$ cat config.mk
export PLATFORM = sky130hd
export DESIGN_NAME = lioncage_gate_seq
export DESIGN_NICKNAME = d
export VERILOG_FILES = /design/src/rtl/lioncage_gate_seq.sv
export SDC_FILE = /design/constraint.sdc
export NUM_CORES = 1
export LEC_CHECK = 0
export ABC_AREA = 1
export CAP_MARGIN = 20
export CORE_MARGIN = 2
export CORE_UTILIZATION = 45
export DETAILED_ROUTE_END_ITERATION = 12
export HOLD_SLACK_MARGIN = 0.15
export PLACE_DENSITY_LB_ADDON = 0.2
export SYNTH_ARGS = -nofsm -noshare
export SYNTH_HDL_FRONTEND = slang
export SYNTH_SLANG_ARGS = --single-unit
$ cat constraint.sdc
create_clock -name clk -period 3.8 [get_ports clk]
set_input_delay 0.76 -clock clk [delete_from_list [all_inputs] [get_ports clk]]
set_output_delay 0.76 -clock clk [all_outputs]
set_load 0.05 [all_outputs]
$ cat src/rtl/lioncage_gate_seq.sv
// Direction-decoding sequencer for the lion cage gate: synchronises and debounces
// both light barriers, tracks the four-phase pass and drives the lion counter.
module lioncage_gate_seq #(
    parameter int unsigned DEBOUNCE_CYCLES = 4,
    parameter int unsigned CAPACITY        = 15,
    parameter int unsigned TIMEOUT_CYCLES  = 200
) (
    input  logic       clk,
    input  logic       reset,
    input  logic       g_one,
    input  logic       g_two,
    input  logic [3:0] count,
    input  logic       clear_err,
    output logic       inc_pulse,
    output logic       dec_pulse,
    output logic       door_lock,
    output logic [1:0] err_code,
    output logic       err_pulse,
    output logic [2:0] state_dbg
);

    localparam int unsigned DB_W  = 4;
    localparam int unsigned TMO_W = 8;
    localparam int unsigned CNT_W = 4;

    localparam logic [DB_W-1:0]  DB_LAST  = DB_W'(DEBOUNCE_CYCLES - 1);
    localparam logic [TMO_W-1:0] TMO_LAST = TMO_W'(TIMEOUT_CYCLES - 1);
    localparam logic [CNT_W-1:0] CAP      = CNT_W'(CAPACITY);

    localparam logic [1:0] ERR_NONE  = 2'd0;
    localparam logic [1:0] ERR_SEQ   = 2'd1;
    localparam logic [1:0] ERR_TMO   = 2'd2;
    localparam logic [1:0] ERR_BOUND = 2'd3;

    typedef enum logic [2:0] {
        IDLE = 3'd0,
        EN1  = 3'd1,
        EN2  = 3'd2,
        EN3  = 3'd3,
        EX1  = 3'd4,
        EX2  = 3'd5,
        EX3  = 3'd6,
        ERR  = 3'd7
    } state_t;

    state_t state;

    // Index 1 is the outer barrier (g_one), index 0 the inner barrier (g_two).
    logic [1:0]      raw;
    logic [1:0]      sync1;
    logic [1:0]      sync2;
    logic [1:0]      b;
    logic [DB_W-1:0] db_cnt [2];

    assign raw = {g_one, g_two};

    // Two-flop synchroniser followed by a per-barrier stability counter.
    always_ff @(posedge clk) begin
        if (reset) begin
            sync1     <= '0;
            sync2     <= '0;
            b         <= '0;
            db_cnt[0] <= '0;
            db_cnt[1] <= '0;
        end else begin
            sync1 <= raw;
            sync2 <= sync1;
            for (int i = 0; i < 2; i++) begin
                if (sync2[i] != b[i]) begin
                    if (db_cnt[i] == DB_LAST) begin
                        b[i]      <= sync2[i];
                        db_cnt[i] <= '0;
                    end else begin
                        db_cnt[i] <= db_cnt[i] + 1'b1;
                    end
                end else begin
                    db_cnt[i] <= '0;
                end
            end
        end
    end

    logic [TMO_W-1:0] tmo_cnt;
    logic             in_pass;
    logic             tmo_hit;
    state_t           step_state;
    logic             step_bad;
    logic             entry_done;
    logic             exit_done;

    assign in_pass = (state != IDLE) && (state != ERR);
    assign tmo_hit = in_pass && (tmo_cnt == TMO_LAST);

    // Pass-sequence transition table; anything not listed is a sequence error.
    always_comb begin
        step_state = state;
        step_bad   = 1'b0;
        entry_done = 1'b0;
        exit_done  = 1'b0;
        unique case (state)
            IDLE: begin
                unique case (b)
                    2'b00:   step_state = IDLE;
                    2'b10:   step_state = EN1;
                    2'b01:   step_state = EX1;
                    default: step_bad   = 1'b1;
                endcase
            end
            EN1: begin
                unique case (b)
                    2'b10:   step_state = EN1;
                    2'b11:   step_state = EN2;
                    2'b00:   step_state = IDLE;
                    default: step_bad   = 1'b1;
                endcase
            end
            EN2: begin
                unique case (b)
                    2'b11:   step_state = EN2;
                    2'b01:   step_state = EN3;
                    2'b10:   step_state = EN1;
                    default: step_bad   = 1'b1;
                endcase
            end
            EN3: begin
                unique case (b)
                    2'b01:   step_state = EN3;
                    2'b11:   step_state = EN2;
                    2'b00: begin
                        step_state = IDLE;
                        entry_done = 1'b1;
                    end
                    default: step_bad = 1'b1;
                endcase
            end
            EX1: begin
                unique case (b)
                    2'b01:   step_state = EX1;
                    2'b11:   step_state = EX2;
                    2'b00:   step_state = IDLE;
                    default: step_bad   = 1'b1;
                endcase
            end
            EX2: begin
                unique case (b)
                    2'b11:   step_state = EX2;
                    2'b10:   step_state = EX3;
                    2'b01:   step_state = EX1;
                    default: step_bad   = 1'b1;
                endcase
            end
            EX3: begin
                unique case (b)
                    2'b10:   step_state = EX3;
                    2'b11:   step_state = EX2;
                    2'b00: begin
                        step_state = IDLE;
                        exit_done  = 1'b1;
                    end
                    default: step_bad = 1'b1;
                endcase
            end
            default: begin
                step_state = (b == 2'b00) ? IDLE : ERR;
            end
        endcase
    end

    state_t     nxt_state;
    logic       new_err;
    logic [1:0] new_code;
    logic       do_inc;
    logic       do_dec;

    // Resolve priorities: timeout beats any transition, then sequence, then bounds.
    always_comb begin
        nxt_state = step_state;
        new_err   = 1'b0;
        new_code  = ERR_NONE;
        do_inc    = 1'b0;
        do_dec    = 1'b0;
        if (tmo_hit) begin
            nxt_state = ERR;
            new_err   = 1'b1;
            new_code  = ERR_TMO;
        end else if (step_bad) begin
            nxt_state = ERR;
            new_err   = 1'b1;
            new_code  = ERR_SEQ;
        end else if (entry_done) begin
            if (count < CAP) begin
                do_inc = 1'b1;
            end else begin
                new_err  = 1'b1;
                new_code = ERR_BOUND;
            end
        end else if (exit_done) begin
            if (count != '0) begin
                do_dec = 1'b1;
            end else begin
                new_err  = 1'b1;
                new_code = ERR_BOUND;
            end
        end
    end

    // Registered FSM state, timeout counter and all outputs.
    always_ff @(posedge clk) begin
        if (reset) begin
            state     <= IDLE;
            tmo_cnt   <= '0;
            inc_pulse <= 1'b0;
            dec_pulse <= 1'b0;
            door_lock <= 1'b0;
            err_code  <= ERR_NONE;
            err_pulse <= 1'b0;
        end else begin
            state     <= nxt_state;
            inc_pulse <= do_inc;
            dec_pulse <= do_dec;
            door_lock <= (count >= CAP);
            err_pulse <= new_err;
            if (new_err) begin
                err_code <= new_code;
            end else if (clear_err) begin
                err_code <= ERR_NONE;
            end
            if ((nxt_state != state) || !in_pass) begin
                tmo_cnt <= '0;
            end else begin
                tmo_cnt <= tmo_cnt + 1'b1;
            end
        end
    end

    assign state_dbg = state;

endmodule

# Yosys cells after proc, flatten, opt, wreduce, memory -nomap -nowiden
# Memories as Yosys holds them, arrays and structs flattened.
# Cells that the tools add are included.
# totals
word_cells	127
ram_bits	8
mem_count	1
output_inout_bits	9
reg_bits	23
# memory_table
name	words	width	read_ports	rd_ports_with_merged_regs	write_ports	line	text
db_cnt	2	4	2	0	2	53	logic [DB_W-1:0] db_cnt [2];
# classes
eq_ne	16
n_lt_le_gt_ge	2
bitwise_logic	8
n_addsub	3
n_reduce_logical	21
mux	65
# op_table
op	count
$pmux W3 S3	7
$mux W1	39
$mux W4	6
$pmux W3 S7	1
$mux W2	8
$reduce_or A3 Y1	4
$eq A3 B3 Y1 const B	3
$mux W3	3
$add A4 B1 Y4 const B	2
$add A8 B1 Y8 const B	1
$eq A4 B2 Y1 const B	2
$eq A8 B8 Y1 const B	1
$reduce_or A2 Y1	4
$eq A3 B2 Y1 const B	2
$or A1 B1 Y1	6
$reduce_or A5 Y1	1
$eq A2 B2 Y1 const B	2
$ge A4 B4 Y1 const B	1
$lt A4 B4 Y1 const B	1
$pmux W1 S4	1
$reduce_and A2 Y1	2
$reduce_bool A4 Y1	1
$reduce_or A4 Y1	1
$eq A3 B1 Y1 const B	1
12 further kinds	15

# Depth between registers and ports, before layout
# Gate-level depths: netlist of the first run.
# depth
depth_word	9
mapped_depth	14
mapped_depth_nobuf	14

# Worst setup path before layout of the first run
# OpenSTA, ideal clock, no wires.
# synth_timing
path_type	register to register
from	reg state[1], in the netlist state_dbg[1]
to	reg tmo_cnt[2]
path_slack_ns	1.869
path_buffers	1
setup_ns	0.120
stages_incl_launch_ff	13
arrival_ns	1.811
synth_period_minus_slack_ns	1.931
path_cell_list	dfxtp_1 buf_6 nor2_2 nand2_1 nand2_1 nand2_1 nand2_2 nor2_4 nand2_4 o21ai_0 nand2_1 nand2_4 nor3_2
# synth_between
elab_chain_cells	8
elab_cells_between_ends	29
# synth_lines
element	line	text
start, declared	46	state_t state;
start signal, assigned	218	state <= nxt_state;
$eq A3 B3 Y1, or another cell as far along	100	unique case (state)
$reduce_or A2 Y1 (no source line)	-	
$pmux W1 S4	100	
$mux W3	186	end else if (step_bad) begin
$mux W3	182	if (tmo_hit) begin
$ne A3 B3 Y1	228	if ((nxt_state != state) || !in_pass) begin
$logic_or A1 B1 Y1 *	228	
$reduce_or A2 Y1 (no source line) *	-	
end signal, assigned	231	tmo_cnt <= tmo_cnt + 1'b1;
end, declared	83	logic [TMO_W-1:0] tmo_cnt;
# Mark *: on every way between the ends. The rest lies on a longest branch, timed or not.
# A chain may end at the register's enable or synchronous reset.

# Worst setup path after layout of the first run
# layout_timing
from	reg state[0], in the netlist state_dbg[0]
to	out state_dbg[0]
# layout_lines
element	line	text
end, declared	19	output logic [2:0] state_dbg
# No word-level cell between the ends.

==> results of run 1 <==
-- kinds of logic (layout without fill, tap and decap cells) --
group / after synthesis / after routing
compound gates: 19 / 19
xor+xnor: 10 / 10
fa+ha+maj: 11 / 11
buf+inv: 40 / 61
flops: 31 / 31
other cells: 1 / 8
simple gates: 146 / 146
-- report_power, final --
part | internal, mW | total, mW | switching (mW)
logic | 0.0628 | 0.194 | 0.131
registers | 0.353 | 0.375 | 0.0215
clock network | 0.192 | 0.319 | 0.127
total | 0.608 | 0.888 | 0.280
-- how the worst max path moves through the flow --
stage	start	endpoint	slack (ns)	cells after the start
after global placement	state_dbg[0]	state_dbg[0]	1.54	1
after global routing	state_dbg[0]	state_dbg[0]	1.16	1
after floorplan	state_dbg[1]	tmo_cnt[2]	1.87	12
after detailed placement	state_dbg[0]	state_dbg[0]	1.53	1
final	state_dbg[0]	state_dbg[0]	1.21	1
after CTS	state_dbg[0]	state_dbg[0]	1.22	1
-- through the flow --
stage | worst slack [ns] | utilization, %
2_1_floorplan | 1.869 | -
6_report | 1.214 | 53.55
3_3_place_gp | 1.537 | 51.05
5_1_grt | 1.157 | 53.55
4_1_cts | 1.218 | 53.55
3_5_place_dp | 1.535 | 51.05
-- flip-flops by register name (all words and copies together) (netlist names) --
name       flops
inc_pulse      1
door_lock      1
state_dbg      3
sync2          2
sync1          2
b              2
db_cnt         8
dec_pulse      1
err_code       2
tmo_cnt        8
err_pulse      1
-- cells in the final DEF (no fill, tap or decap) --
master                            Yosys  layout
sky130_fd_sc_hd__nor3_1               3       3
sky130_fd_sc_hd__xnor2_1              1       1
sky130_fd_sc_hd__ha_1                11      11
sky130_fd_sc_hd__nand2_4              3       3
sky130_fd_sc_hd__nand3_4              2       2
sky130_fd_sc_hd__clkdlybuf4s50_1      0      17
sky130_fd_sc_hd__nand2_1             47      47
sky130_fd_sc_hd__dfxtp_1             23      23
sky130_fd_sc_hd__nand3_1             18      18
sky130_fd_sc_hd__inv_1               33      33
sky130_fd_sc_hd__nand2_2              4       4
sky130_fd_sc_hd__nor2_4               4       4
sky130_fd_sc_hd__bufinv_16            0       1
sky130_fd_sc_hd__clkbuf_8             0       5
sky130_fd_sc_hd__edfxtp_1             8       8
sky130_fd_sc_hd__nand4_1              2       2
sky130_fd_sc_hd__a21oi_1             10      10
sky130_fd_sc_hd__xor2_1               9       9
sky130_fd_sc_hd__nor2_2               2       2
sky130_fd_sc_hd__a2111oi_0            1       1
sky130_fd_sc_hd__o21ai_0              5       5
sky130_fd_sc_hd__a211oi_1             1       1
sky130_fd_sc_hd__conb_1               1       8
sky130_fd_sc_hd__or2_2                2       2
sky130_fd_sc_hd__clkinv_1             0       1
sky130_fd_sc_hd__o22ai_1              1       1
sky130_fd_sc_hd__nor2_1              48      48
sky130_fd_sc_hd__o21bai_1             1       1
sky130_fd_sc_hd__inv_2                3       3
sky130_fd_sc_hd__nor3_2               8       8
sky130_fd_sc_hd__clkinv_2             0       1
sky130_fd_sc_hd__nand3_2              1       1
sky130_fd_sc_hd__nor3_4               2       2
-- final cells by class --
type | instances | area share (%)
Multi-Input combinational cell | 194 | 48.75
Clock buffer | 5 | 2.992
Clock inverter | 3 | 1.687
Inverter | 36 | 5.876
Tap cell | 52 | 2.829
Timing Repair Buffer | 17 | 7.399
Sequential cell | 31 | 30.47
-- metal layers --
| layer | part of all wire, % | GRT usage (%) | vias to the layer above |
|---|---|---|---|
| li1 | - | - | 859 |
| met1 | 48 | 23.26 | 701 |
| met2 | 47 | 28.57 | 35 |
| met3 | 4.2 | 3.896 | 2 |
| met4 | 0.75 | 5.769 | 0 |
| met5 | 0 | 0 | - |
-- synth_stat cells --
master	instances	area, µm²
sky130_fd_sc_hd__xor2_1	9	78.83
sky130_fd_sc_hd__inv_1	33	123.9
sky130_fd_sc_hd__nand3_4	2	35.03
sky130_fd_sc_hd__inv_2	3	11.26
sky130_fd_sc_hd__nand3_2	1	10.01
sky130_fd_sc_hd__nor3_2	8	80.08
sky130_fd_sc_hd__a2111oi_0	1	8.760
sky130_fd_sc_hd__a211oi_1	1	7.510
sky130_fd_sc_hd__or2_2	2	12.51
sky130_fd_sc_hd__o21ai_0	5	25.02
sky130_fd_sc_hd__nand3_1	18	90.09
sky130_fd_sc_hd__o21bai_1	1	7.510
sky130_fd_sc_hd__nand2_2	4	25.02
sky130_fd_sc_hd__xnor2_1	1	8.760
sky130_fd_sc_hd__ha_1	11	137.6
sky130_fd_sc_hd__dfxtp_1	23	460.4
sky130_fd_sc_hd__buf_6	3	33.78
sky130_fd_sc_hd__nand4_1	2	12.51
sky130_fd_sc_hd__nor2_2	2	12.51
sky130_fd_sc_hd__edfxtp_1	8	240.2
sky130_fd_sc_hd__o22ai_1	1	6.260
sky130_fd_sc_hd__conb_1	1	3.750
sky130_fd_sc_hd__nand2_1	47	176.4
sky130_fd_sc_hd__nor2_1	48	180.2
sky130_fd_sc_hd__nor3_4	2	32.53
sky130_fd_sc_hd__nand2_4	3	33.78
sky130_fd_sc_hd__nor3_1	3	15.01
sky130_fd_sc_hd__nor2_4	4	45.04
sky130_fd_sc_hd__a21oi_1	10	50.05
sky130_fd_sc_hd__clkbuf_1	1	3.750
==> impl_summary.log, run 1 <==
[metrics] number of nets in the final layout: 305
[metrics] Fin. Hold Viols: 0
[metrics] antenna cells: 0
[metrics] Cell variety after synth: 30
[metrics] count of pins on the block boundary: 18
[metrics] Clock Root Buffer: sky130_fd_sc_hd__clkbuf_8
[metrics] number of nets with antenna violations after routing: 0
[metrics] Critical Path Slowest Stage Cell: sky130_fd_sc_hd__clkdlybuf4s50_1
[metrics] cell depth of the worst min-delay path: 2
[metrics] critical path type: reg -> out
[metrics] FF-to-FF End: tmo_cnt[7]
[metrics] Worst Reg-to-Reg Cells: 11
[metrics] fraction of the yosys area taken by sequential cells: 35.60%
[metrics] buffer levels on the longest clock path: 2
[metrics] relative slew slack: 65.55%
[metrics] number of optimization iterations in the first detailed-route pass: 4
[metrics] share of synthesized cell area in and, or, nand and nor gates: 38.65%
[metrics] smallest hold slack: 0.4042 ns
[metrics] type of element capturing the critical path: output pin
[metrics] area of the core: 4294 µm²
[metrics] chain of cells forming the critical path: clkdlybuf4s50_1
[metrics] kind of start point of the critical path: flip-flop
[metrics] die area: 4919 µm²
[metrics] pin count of the biggest net entering global routing: 14
[metrics] Worst path top cell family by delay: buffers and inverters
[metrics] register clock-pin slew on the reported worst setup and hold paths: 0.07 ns
[metrics] initial standard-cell utilization of the core: 45.83%
[metrics] startpoint of the tightest hold check path: sync1[1]
[metrics] die span in y: 70.14 µm
[metrics] fraction of synthesized area in multiplexers: 0%
[metrics] fraction of synthesized cell area in xor and xnor cells: 4.450%
[metrics] # hold bufs at CTS: 0
[metrics] R2R Setup Slk: 1.63 ns
[metrics] antenna violations before repair: 0
[metrics] Port-buffer cells: 17
[metrics] Bufs and invs on worst path: 1
[metrics] FP Rows: 24
[metrics] buffers inserted during post-CTS setup optimization: 0
[metrics] Post-Layout Inst Area: 2300 µm²
[metrics] global-route wire length before repair: 6900 µm
[metrics] cts bufs inserted: 5
[metrics] area added between synthesis and finish: 16.85%
[metrics] fraction of layout instances using a drive strength above 1: 13.29%
[metrics] area fraction in compound gates after synthesis: 5.340%
[metrics] count of routing violations after the opening detailed-route iteration: 92
[metrics] post-synth design cell area: 1968 µm²
[metrics] overall power consumption: 0.8875 mW
[metrics] average routed wire per standard cell: 11.37 µm
[metrics] Max Slew Vio Count: 0
[metrics] leak pwr: 1.029 nW
[metrics] worst r2r src: b[1]
[metrics] worst-case hold path end point: sync2[1]
[metrics] number of vias per cell: 4.725
[metrics] run status: finished clean
[metrics] critical path data arrival time: 1.83 ns
[metrics] non-filler cells in the finished layout: 338
[metrics] slowest stage delay, CP: 0.90 ns
[metrics] achievable clock frequency: 0.3867 GHz
[metrics] P per Cell Area: 385.9 nW/µm²
[metrics] clock tree skew after final layout: 0.006521 ns
[metrics] area of the multi-input gates: 1121 µm²
[metrics] biggest fanout along the worst timing path: 13
[metrics] final count of negative-setup-slack endpoints: 0
[metrics] total negative setup slack: 0 ns
[metrics] Tot GR Track Use: 17.60%
[metrics] CTS-repair resized insts: 0
[metrics] data required time at the worst endpoint: 3.04 ns
[metrics] # H-tree levels: 2
[metrics] GRT overflow: 0
[metrics] slew at the pin closest to its max-slew limit: 0.5161 ns
[metrics] Tcrit/Tclk final: 68.05%
[metrics] cell area reported after detailed placement: 2192 µm²
[metrics] count of mapped cells out of synthesis: 258
[metrics] routed wire length: 3843 µm
[metrics] Hold/Removal Path Class: reg -> reg
[metrics] adder-cell share of the synthesized area: 6.993%
[metrics] min cycle time layout: 2.586 ns
[metrics] worst-case vdd ir drop: 183.0 µV
[metrics] combinational family with the most area after synthesis: simple AND/OR/NAND/NOR gates
[metrics] RSZ-0062 raised after global routing: no
[metrics] die span in x: 70.14 µm
[metrics] total vias in the final route: 1,597
[metrics] syn_area_per_cell: 7.628 µm²
[metrics] clock tree from TritonCTS: done
[metrics] combined flip-flop and latch cell area: 700.7 µm²
[metrics] number of maximum-capacitance violations: 0
[metrics] number of flip-flops and latches in the synthesized netlist: 31
[metrics] number of global-route vias before repair: 1,556
[metrics] dpl cells: 330
[metrics] TritonCTS Sinks: 31
[metrics] DRC violation count after routing: 0
[metrics] count of fill cells added during filler insertion: 422
[metrics] placer congestion estimate: 0.9641
[metrics] Ys Warns: 0
[metrics] Worst-Skew Late Latency: 0.28 ns
[metrics] HPWL Detailed: 2952 µm
(Power assumes the default switching activity.)
==> run 2, diff against run 1 <==
==> constraint.sdc (replaced) <==
create_clock -name clk -period 2.48 [get_ports clk]
set_input_delay 0.496 -clock clk [delete_from_list [all_inputs] [get_ports clk]]
set_output_delay 0.496 -clock clk [all_outputs]
set_load 0.05 [all_outputs]
==> run 2 against run 1 <==
  * Final cell count rose by 0.89%
  * Cell area rose by 0.27%
  * Flip-flop and latch count did not move
  * Sequential power rose by 51%
  * Register-to-register slack got worse by 1.3 ns
  * Largest cell class unchanged
  * First-iteration DRC count fell by 47%
  * Critical endpoint unchanged
  * Via count rose by 2.7%
  * Setup slack got worse by 1.1 ns
==> impl_summary.log, run 2 (synthesized netlist as in run 1, its figures left out) <==
[metrics] non-filler cells in the finished layout: 341
[metrics] area of the core: 4294 µm²
[metrics] leak pwr: 1.037 nW
[metrics] number of nets with antenna violations after routing: 0
[metrics] die area: 4919 µm²
[metrics] overall power consumption: 1.298 mW
[metrics] die span in x: 70.14 µm
[metrics] antenna violations before repair: 0
[metrics] area added between synthesis and finish: 17.16%
[metrics] final count of negative-setup-slack endpoints: 0
[metrics] FP Rows: 24
[metrics] critical path type: reg -> out
[metrics] data required time at the worst endpoint: 1.98 ns
[metrics] cts bufs inserted: 5
[metrics] number of vias per cell: 4.809
[metrics] critical path data arrival time: 1.86 ns
[metrics] Switching Fraction: 33.22%
[metrics] fraction of layout instances using a drive strength above 1: 14.19%
[metrics] Bufs and invs on worst path: 1
[metrics] Comb pwr share: 24.1%
[metrics] average routed wire per standard cell: 11.61 µm
[metrics] DRC violation count after routing: 0
[metrics] count of pins on the block boundary: 18
[metrics] pin count of the biggest net entering global routing: 14
[metrics] Clock Root Buffer: sky130_fd_sc_hd__clkbuf_8
[metrics] number of optimization iterations in the first detailed-route pass: 4
[metrics] RSZ-0062 raised after global routing: no
[metrics] slowest stage delay, CP: 0.91 ns
[metrics] HPWL Detailed: 3085 µm
[metrics] number of nets in the final layout: 308
[metrics] Post-Layout Inst Area: 2306 µm²
[metrics] Tot GR Track Use: 18.14%
[metrics] clock tree skew after final layout: 0.006413 ns
[metrics] Hold/Removal Path Class: reg -> reg
[metrics] worst-case vdd ir drop: 369.3 µV
[metrics] slew at the pin closest to its max-slew limit: 0.5486 ns
[metrics] Worst-Skew Late Latency: 0.29 ns
[metrics] commonest cells after routing, fill and taps aside: 48 x sky130_fd_sc_hd__nor2_1, 47 x sky130_fd_sc_hd__nand2_1, 33 x sky130_fd_sc_hd__inv_1, 23 x sky130_fd_sc_hd__dfxtp_1, 18 x sky130_fd_sc_hd__nand3_1
[metrics] internal power: 0.8668 mW
[metrics] Critical Path Slowest Stage Cell: sky130_fd_sc_hd__clkdlybuf4s50_1
[metrics] total vias in the final route: 1,640
[metrics] switching component of the power: 0.4313 mW
[metrics] dpl cells: 333
[metrics] Fin. Hold Viols: 0
[metrics] number of maximum-capacitance violations: 0
[metrics] proportion of power drawn by the clock network: 32.1%
[metrics] min cycle time layout: 2.360 ns
[metrics] antenna cells: 0
[metrics] buffers inserted during post-CTS setup optimization: 0
[metrics] Worst path top cell family by delay: buffers and inverters
[metrics] global-route wire length before repair: 6941 µm
[metrics] number of global-route vias before repair: 1,591
[metrics] routed wire length: 3960 µm
[metrics] initial standard-cell utilization of the core: 45.83%
[metrics] die span in y: 70.14 µm
[metrics] smallest hold slack: 0.4027 ns
[metrics] chain of cells forming the critical path: clkdlybuf4s50_1
[metrics] kind of start point of the critical path: flip-flop
[metrics] proportion of power drawn by flip-flops and latches: 43.7%
[metrics] Post-Place Setup Slack: 0.4244 ns
[metrics] achievable clock frequency: 0.4237 GHz
[metrics] # H-tree levels: 2
[metrics] cell area reported after detailed placement: 2215 µm²
[metrics] clock tree from TritonCTS: done
[metrics] run status: finished clean
[metrics] Max Slew Vio Count: 0
[metrics] register clock-pin slew on the reported worst setup and hold paths: 0.07 ns
[metrics] Tcrit/Tclk final: 95.18%
[metrics] relative slew slack: 63.38%
[metrics] count of routing violations after the opening detailed-route iteration: 49
[metrics] P per Cell Area: 562.9 nW/µm²
[metrics] Setup WS post-layout: 0.1196 ns
[metrics] placer congestion estimate: 0.9131
[metrics] most frequent standard cell in the layout excluding fill and tap cells: sky130_fd_sc_hd__nor2_1
[metrics] total negative setup slack: 0 ns
[metrics] CTS-repair resized insts: 0
[metrics] GRT overflow: 0
[metrics] biggest fanout along the worst timing path: 13
[metrics] type of element capturing the critical path: output pin
[metrics] # hold bufs at CTS: 0
[metrics] buffer levels on the longest clock path: 2
[metrics] final design utilization: 53.70%
[metrics] TritonCTS Sinks: 31
[metrics] Port-buffer cells: 17
## run 2: final timing paths
check	depth (start not counted)	slack, ns	to	startpoint
worst max register to register	10	0.36	tmo_cnt[4]	b[1]
worst max-delay path	1	0.12	state_dbg[0]	state_dbg[0]
worst min-delay path	2	0.40	sync2[0]	sync1[0]
worst min register to register	2	0.40	sync2[0]	sync1[0]
## run 2: area by class of cell
type | count | area (µm²)
inverter | 36 | 135.1
timing repair buffer | 20 | 192.7
tap | 52 | 65.06
clock buffer | 7 | 86.33
sequential | 31 | 700.7
fill | 428 | 1988
multi-input combinational | 194 | 1121
clock inverter | 1 | 5.005
## run 2: per-layer routing
metal	global-route usage [%]	share of wire, %	wire length (µm)	vias up
met5	0	0	0	-
met4	8.120	2.1	84	0
li1	-	-	-	868
met1	22.71	46	1813	721
met3	4.906	4.4	176	9
met2	29.21	48	1887	42
## run 2: power groups by stage
stage | Clock, mW | Sequential, mW | Combinational (mW)
floorplan | 0 | 0.598 | 0.219
CTS | 0.434 | 0.568 | 0.314
finish | 0.417 | 0.568 | 0.313
global placement | 0 | 0.579 | 0.313
detailed placement | 0 | 0.579 | 0.312
global route | 0.446 | 0.571 | 0.346
